## config.mk

```make
export PLATFORM = sky130hd
export DESIGN_NAME = dual_issue_inst_queue
export DESIGN_NICKNAME = d
export VERILOG_FILES = /design/src/rtl/dual_issue_inst_queue_pkg.sv /design/src/rtl/dual_issue_inst_queue_mem.sv /design/src/rtl/dual_issue_inst_queue.sv
export SDC_FILE = /design/constraint.sdc
export NUM_CORES = 2
export LEC_CHECK = 0
export BUFFER_PORTS_ARGS = -buffer_cell sky130_fd_sc_hd__buf_4
export CAP_MARGIN = 15
export CORE_ASPECT_RATIO = 1.25
export CORE_MARGIN = 1.5
export CORE_UTILIZATION = 30
export DETAILED_ROUTE_END_ITERATION = 8
export HOLD_SLACK_MARGIN = 0.05
export PLACE_DENSITY = 0.51
export SLEW_MARGIN = 20
export SYNTH_ARGS = -nofsm -noshare
export SYNTH_HDL_FRONTEND = slang
export SYNTH_SLANG_ARGS = --single-unit
```

## constraint.sdc

```tcl
create_clock -name clk -period 10.8 [get_ports clk]
set_input_delay 2.16 -clock clk [delete_from_list [all_inputs] [get_ports clk]]
set_output_delay 2.16 -clock clk [all_outputs]
set_load 0.05 [all_outputs]
```

## src/rtl/dual_issue_inst_queue_pkg.sv

```systemverilog
// Shared widths, constants and the queue entry type for the dual-issue instruction queue.
package dual_issue_inst_queue_pkg;

  localparam int INST_BUS = 32;
  localparam int PC_BUS   = 32;

  // addi x0,x0,0 -- shown on an out slot that holds no entry
  localparam logic [INST_BUS-1:0] NOP_INST_DEF = 32'h0000_0013;

  localparam logic ENABLE  = 1'b1;
  localparam logic DISABLE = 1'b0;

  typedef struct packed {
    logic [INST_BUS-1:0] inst;
    logic [PC_BUS-1:0]   pc;
    logic [PC_BUS-1:0]   npc;
  } iq_entry_t;

  // In-order retire count: launch2 only counts together with launch1.
  function automatic logic [1:0] launch_cnt(input logic l1, input logic l2);
    launch_cnt = l1 ? (l2 ? 2'd2 : 2'd1) : 2'd0;
  endfunction

endpackage

```

## src/rtl/dual_issue_inst_queue_mem.sv

```systemverilog
// iq_mem: DEPTH x 96-bit entry array, two write ports, two async read ports.
module dual_issue_inst_queue_mem
  import dual_issue_inst_queue_pkg::*;
#(
  parameter int DEPTH = 8,
  parameter int AW    = $clog2(DEPTH)
) (
  input  logic          clk,
  input  logic          we1,
  input  logic [AW-1:0] wa1,
  input  iq_entry_t     wd1,
  input  logic          we2,
  input  logic [AW-1:0] wa2,
  input  iq_entry_t     wd2,
  input  logic [AW-1:0] ra1,
  output iq_entry_t     rd1,
  input  logic [AW-1:0] ra2,
  output iq_entry_t     rd2
);

  iq_entry_t mem_q [DEPTH];

  // Entry writes; addresses never collide, contents need no reset.
  always_ff @(posedge clk) begin
    if (we1) mem_q[wa1] <= wd1;
    if (we2) mem_q[wa2] <= wd2;
  end

  assign rd1 = mem_q[ra1];
  assign rd2 = mem_q[ra2];

endmodule

```

## src/rtl/dual_issue_inst_queue.sv

```systemverilog
// Circular instruction queue between dual fetch and the two decode units.
// Accepts up to two entries per cycle, presents the two oldest, retires 0..2.
module dual_issue_inst_queue
  import dual_issue_inst_queue_pkg::*;
#(
  parameter int                  DEPTH    = 8,
  parameter logic [INST_BUS-1:0] NOP_INST = NOP_INST_DEF
) (
  input  logic                clk,
  input  logic                rst,
  input  logic                branch_flag,
  input  logic [1:0]          issue,
  input  logic [INST_BUS-1:0] in1_inst,
  input  logic [PC_BUS-1:0]   in1_pc,
  input  logic [PC_BUS-1:0]   in1_npc,
  input  logic [INST_BUS-1:0] in2_inst,
  input  logic [PC_BUS-1:0]   in2_pc,
  input  logic [PC_BUS-1:0]   in2_npc,
  output logic [INST_BUS-1:0] out1_inst,
  output logic [PC_BUS-1:0]   out1_pc,
  output logic [PC_BUS-1:0]   out1_npc,
  output logic                out1_valid,
  output logic [INST_BUS-1:0] out2_inst,
  output logic [PC_BUS-1:0]   out2_pc,
  output logic [PC_BUS-1:0]   out2_npc,
  output logic                out2_valid,
  input  logic                launch1,
  input  logic                launch2,
  output logic                full
);

  localparam int            AW      = $clog2(DEPTH);
  localparam logic [AW:0]   DEPTH_C = (AW+1)'(DEPTH);
  localparam logic [AW:0]   FULL_AT = (AW+1)'(DEPTH - 1);

  logic [AW-1:0] head_q, head_d;
  logic [AW-1:0] tail_q, tail_d;
  logic [AW:0]   count_q, count_d;

  logic [1:0]    pop, push;
  logic          accept;
  logic          we1, we2;
  logic [AW-1:0] wa1, wa2;
  iq_entry_t     wd1, wd2, rd1, rd2;

  // Full looks only at the registered count, never at this cycle's launches.
  assign full   = (count_q >= FULL_AT);
  assign accept = ~full & ~rst & ~branch_flag;

  // Retire and write amounts; pop is clipped to what the queue holds.
  always_comb begin
    pop  = launch_cnt(launch1, launch2);
    if ((AW+1)'(pop) > count_q) pop = count_q[1:0];
    push = 2'd0;
    if (accept) push = 2'(issue[0]) + 2'(issue[1]);
  end

  // Compact valid slots in order: in1 at tail, in2 right behind whatever was written.
  assign we1 = accept & issue[0];
  assign we2 = accept & issue[1];
  assign wa1 = tail_q;
  assign wa2 = tail_q + AW'(issue[0]);
  assign wd1 = '{inst: in1_inst, pc: in1_pc, npc: in1_npc};
  assign wd2 = '{inst: in2_inst, pc: in2_pc, npc: in2_npc};

  // Pointer and occupancy next state; pointers wrap naturally mod DEPTH.
  always_comb begin
    head_d  = head_q + AW'(pop);
    tail_d  = tail_q + AW'(push);
    count_d = count_q + (AW+1)'(push) - (AW+1)'(pop);
  end

  // State register: reset and a taken-branch flush both empty the queue.
  always_ff @(posedge clk) begin
    if (rst || branch_flag) begin
      head_q  <= '0;
      tail_q  <= '0;
      count_q <= '0;
    end else begin
      head_q  <= head_d;
      tail_q  <= tail_d;
      count_q <= count_d;
    end
  end

  dual_issue_inst_queue_mem #(.DEPTH(DEPTH), .AW(AW)) u_iq_mem (
    .clk (clk),
    .we1 (we1),
    .wa1 (wa1),
    .wd1 (wd1),
    .we2 (we2),
    .wa2 (wa2),
    .wd2 (wd2),
    .ra1 (head_q),
    .rd1 (rd1),
    .ra2 (head_q + AW'(1)),
    .rd2 (rd2)
  );

  // Output slots: entry when present, otherwise a NOP with zero pcs.
  always_comb begin
    out1_valid = (count_q >= (AW+1)'(1));
    out2_valid = (count_q >= (AW+1)'(2));
    out1_inst  = NOP_INST;
    out1_pc    = '0;
    out1_npc   = '0;
    out2_inst  = NOP_INST;
    out2_pc    = '0;
    out2_npc   = '0;
    if (out1_valid) begin
      out1_inst = rd1.inst;
      out1_pc   = rd1.pc;
      out1_npc  = rd1.npc;
    end
    if (out2_valid) begin
      out2_inst = rd2.inst;
      out2_pc   = rd2.pc;
      out2_npc  = rd2.npc;
    end
  end

  a_count_bound: assert property (@(posedge clk) disable iff (rst) count_q <= DEPTH_C)
    else $error("count exceeded DEPTH");

endmodule

```

==> reports/qor.yml <==
global_route:
  grt_pass1_vias: 29300
  grt_usage_pct: 20.3
  grt_first_pass_wirelength_um: 218000
  grt_overflow: 0
  grt_start_max_net_pins: 138
  antenna_found_initial: 31
worst_setup_path:
  critPathMaxFanout: 84
  critical_path.slowest_cell: "dfxtp_4"
  criticalPathCategory: "reg -> out"
  worstPathArrival_ns: 5.00
  crit_path_start_kind: "flip-flop"
  critPathBufInv: 3
  cpMostUsedCell: "buf_4"
  cp.required_ns: 8.64
  cpPeakStageDelay_ns: 0.87
  cp_cell_sequence: "ha_4 -> buf_12 -> buf_4 -> mux4_2 -> a22o_1 -> buf_4"
  crit_family: "buffers and inverters"
  end_kind: "output pin"
clock_network:
  ctsResizeCount: 0
  cts-root-buf: "clkbuf_16"
  clk_latency_ns: 0.73
  clk_path_buf_depth: 3
  cts_setup_buffers: 0
  clk_pin_slew_worst_paths_ns: 0.06
  cts_max_level: 3
  cts_made_buffers: 92
  cts_hold_buf: 0
  cts_num_sinks: 778
  cts_tree: "done"
power_and_ir_drop:
  p_leak_nw: 17.1
  internal_power_mw: 6.46
  switching_share_pct: 36.8
  comb_power_share_pct: 34.9
  p_seq_share_pct: 33.5
  power.density_nw_per_um2: 196
  p_sw_mw: 3.76
  power_frac_clock_pct: 31.6
  vdd_ir_drop_max_mv: 0.157
  total_power_mw: 10.2
sta:
  rsz0062_at_grt: "false"
  slew_headroom_pct: 26.3
  finalHoldViolCount: 0
  setup_viol: 0
  drv_slew: 0
  fin_ws_ns: 3.64
  fin_crit_ns: 7.16
  fin_skew_ns: 0.0288
  tightest_slew_ns: 1.11
  finalSetupTns_ns: 0
  fmax_ghz: 0.140
  period_share_pct: 66.3
cells_and_area:
  drive_gt1_share_pct: 60.7
  final_common_cell: "edfxtp_1"
  final_cell_mix: "edfxtp_1 (768), mux2_2 (743), buf_4 (456), mux4_2 (384), a22o_1 (186)"
  final_nets: 3010
  final_util_pct: 36.0
  design_area_um2: 52200
  syn_to_final_growth_pct: 18.6
routing:
  drc: 0
  vias: 27000
  ant_nets: 0
  viasPerCell: 5.65
  drt-total-wl_um: 154000
  drt-wirelength-per-cell_um: 32.1
  drt_iter0_markers: 2224
  drt-pass1-iter-count: 5
logic_synthesis:
  netlist_instances: 2453
  syn_nets: 2671
  yosys.area.top_type_share_pct: 52.4
  avgSynthCellArea_um2: 17.9
  synth-edff-count: 768
  yosysTopAreaCell: "edfxtp_1"
  synthesis.area_um2: 44000
  synthArstFlopShare_pct: 0
  dominantRegCellSynth: "edfxtp_1"
  synth_cell_types: 40
  ys_top_cells_by_area: "edfxtp_1 (52%), mux4_2 (20%), mux2_2 (19%)"
  ys_seq_area_share_pct: 52.9
  yosysWarningCount: 0
  ys_ff_latch: 778
placement:
  numPortBuffers: 393
  post-place-ws_ns: 4.25
  place.detailed.hpwl_um: 87400
  gp_congestion: 0.769
  place_area_um2: 49100
floorplan:
  die-area_um2: 149000
  coreArea_um2: 145000
  num_rows: 156
  initial_core_util_pct: 30.3
  die_y_um: 431
  io-pin-count: 394
  die_w_um: 346
worst_hold_path:
  min_path_type: "reg -> reg"
run:
  cap_viol_max_count: 0
run_status:
  status: "complete, no violations"
state kept, by name, summed over array words and instances (netlist names):
| name | flops |
|---|---|
| u_iq_mem.mem_q | 768 |
| count_q | 4 |
| head_q | 3 |
| tail_q | 3 |
worst reg2reg max path, stage by stage (launching register included):
cell and delay (ns):
dfxtp_1 0.34, inv_1 0.09, ha_1 0.18, a31oi_1 0.70
nand2_1 0.71, nor2_4 0.93, buf_4 0.84
layer usage:
layer	up-vias	wire length, µm	GRT usage, %
li1	11200	-	-
met3	252	9710	4.27
met2	909	79000	35.9
met1	14600	60100	24.3
met4	32	4570	7.36
met5	-	204	0
power by group through the flow:
stage | registers [mW] | clock network (mW) | logic, mW
6_report | 3.42 | 3.23 | 3.57
5_1_grt | 3.43 | 3.41 | 3.70
4_1_cts | 3.42 | 3.30 | 3.61
3_5_place_dp | 3.48 | 0 | 3.60
3_3_place_gp | 3.48 | 0 | 3.58
2_1_floorplan | 3.46 | 0 | 2.34
cell usage after synthesis (4+ instances only):
library cell and n:
nor2b_1 4, mux2_1 26, xor2_1 4, inv_1 16
mux4_2 384, buf_2 93, mux2_2 743, edfxtp_1 768
nand4_1 9, a21oi_1 6, ha_1 15, a22o_1 186
buf_1 18, clkbuf_1 102, nand3_1 5, nor2_1 14
and2_1 4, o22a_1 6, fa_1 4, dfxtp_1 10
nand2_1 10
layout make-up:
cell class                      instances  area [µm²]
Tap cell                             1896        2370
Clock buffer                          108        2360
Sequential cell                       778       23300
Timing Repair Buffer                  459        3470
Fill cell                           13600       92900
Clock inverter                         62         718
Antenna cell                           14        35.0
Inverter                               16        60.1
Multi-Input combinational cell       1445       19900
path summary, 6_finish.rpt:
kind                              start                              end  slack, ns  depth (start not counted)
setup reg to reg  count_q[3]$_SDFF_PP0_  u_iq_mem.mem_q[0][57]$_DFFE_PP_       6.55                          6
setup / recovery   head_q[1]$_SDFF_PP0_                    out2_inst[23]       3.64                          6
hold reg to reg   count_q[0]$_SDFF_PP0_            count_q[0]$_SDFF_PP0_       0.70                          2
hold / removal    count_q[0]$_SDFF_PP0_            count_q[0]$_SDFF_PP0_       0.70                          2
kinds of logic after synthesis:
family	count (synthesis)	synth area share (%)
muxes	1156	39.4
DFF	778	52.9
buffers and inverters	230	2.24
AOI/OAI and AO/OA	210	4.09
and+or+nand+nor	53	0.617
adders and majority gates	19	0.609
xor gates and xnor gates	7	0.173
stage by stage:
step / cells / hold slack, ns
after floorplan: 2453 / 0.575
after global placement: 4594 / 0.679
after detailed placement: 4594 / 0.683
after CTS: 4764 / 0.715
after global routing: 4776 / 0.748
final: 4778 / 0.705
(Power assumes the default switching activity.)
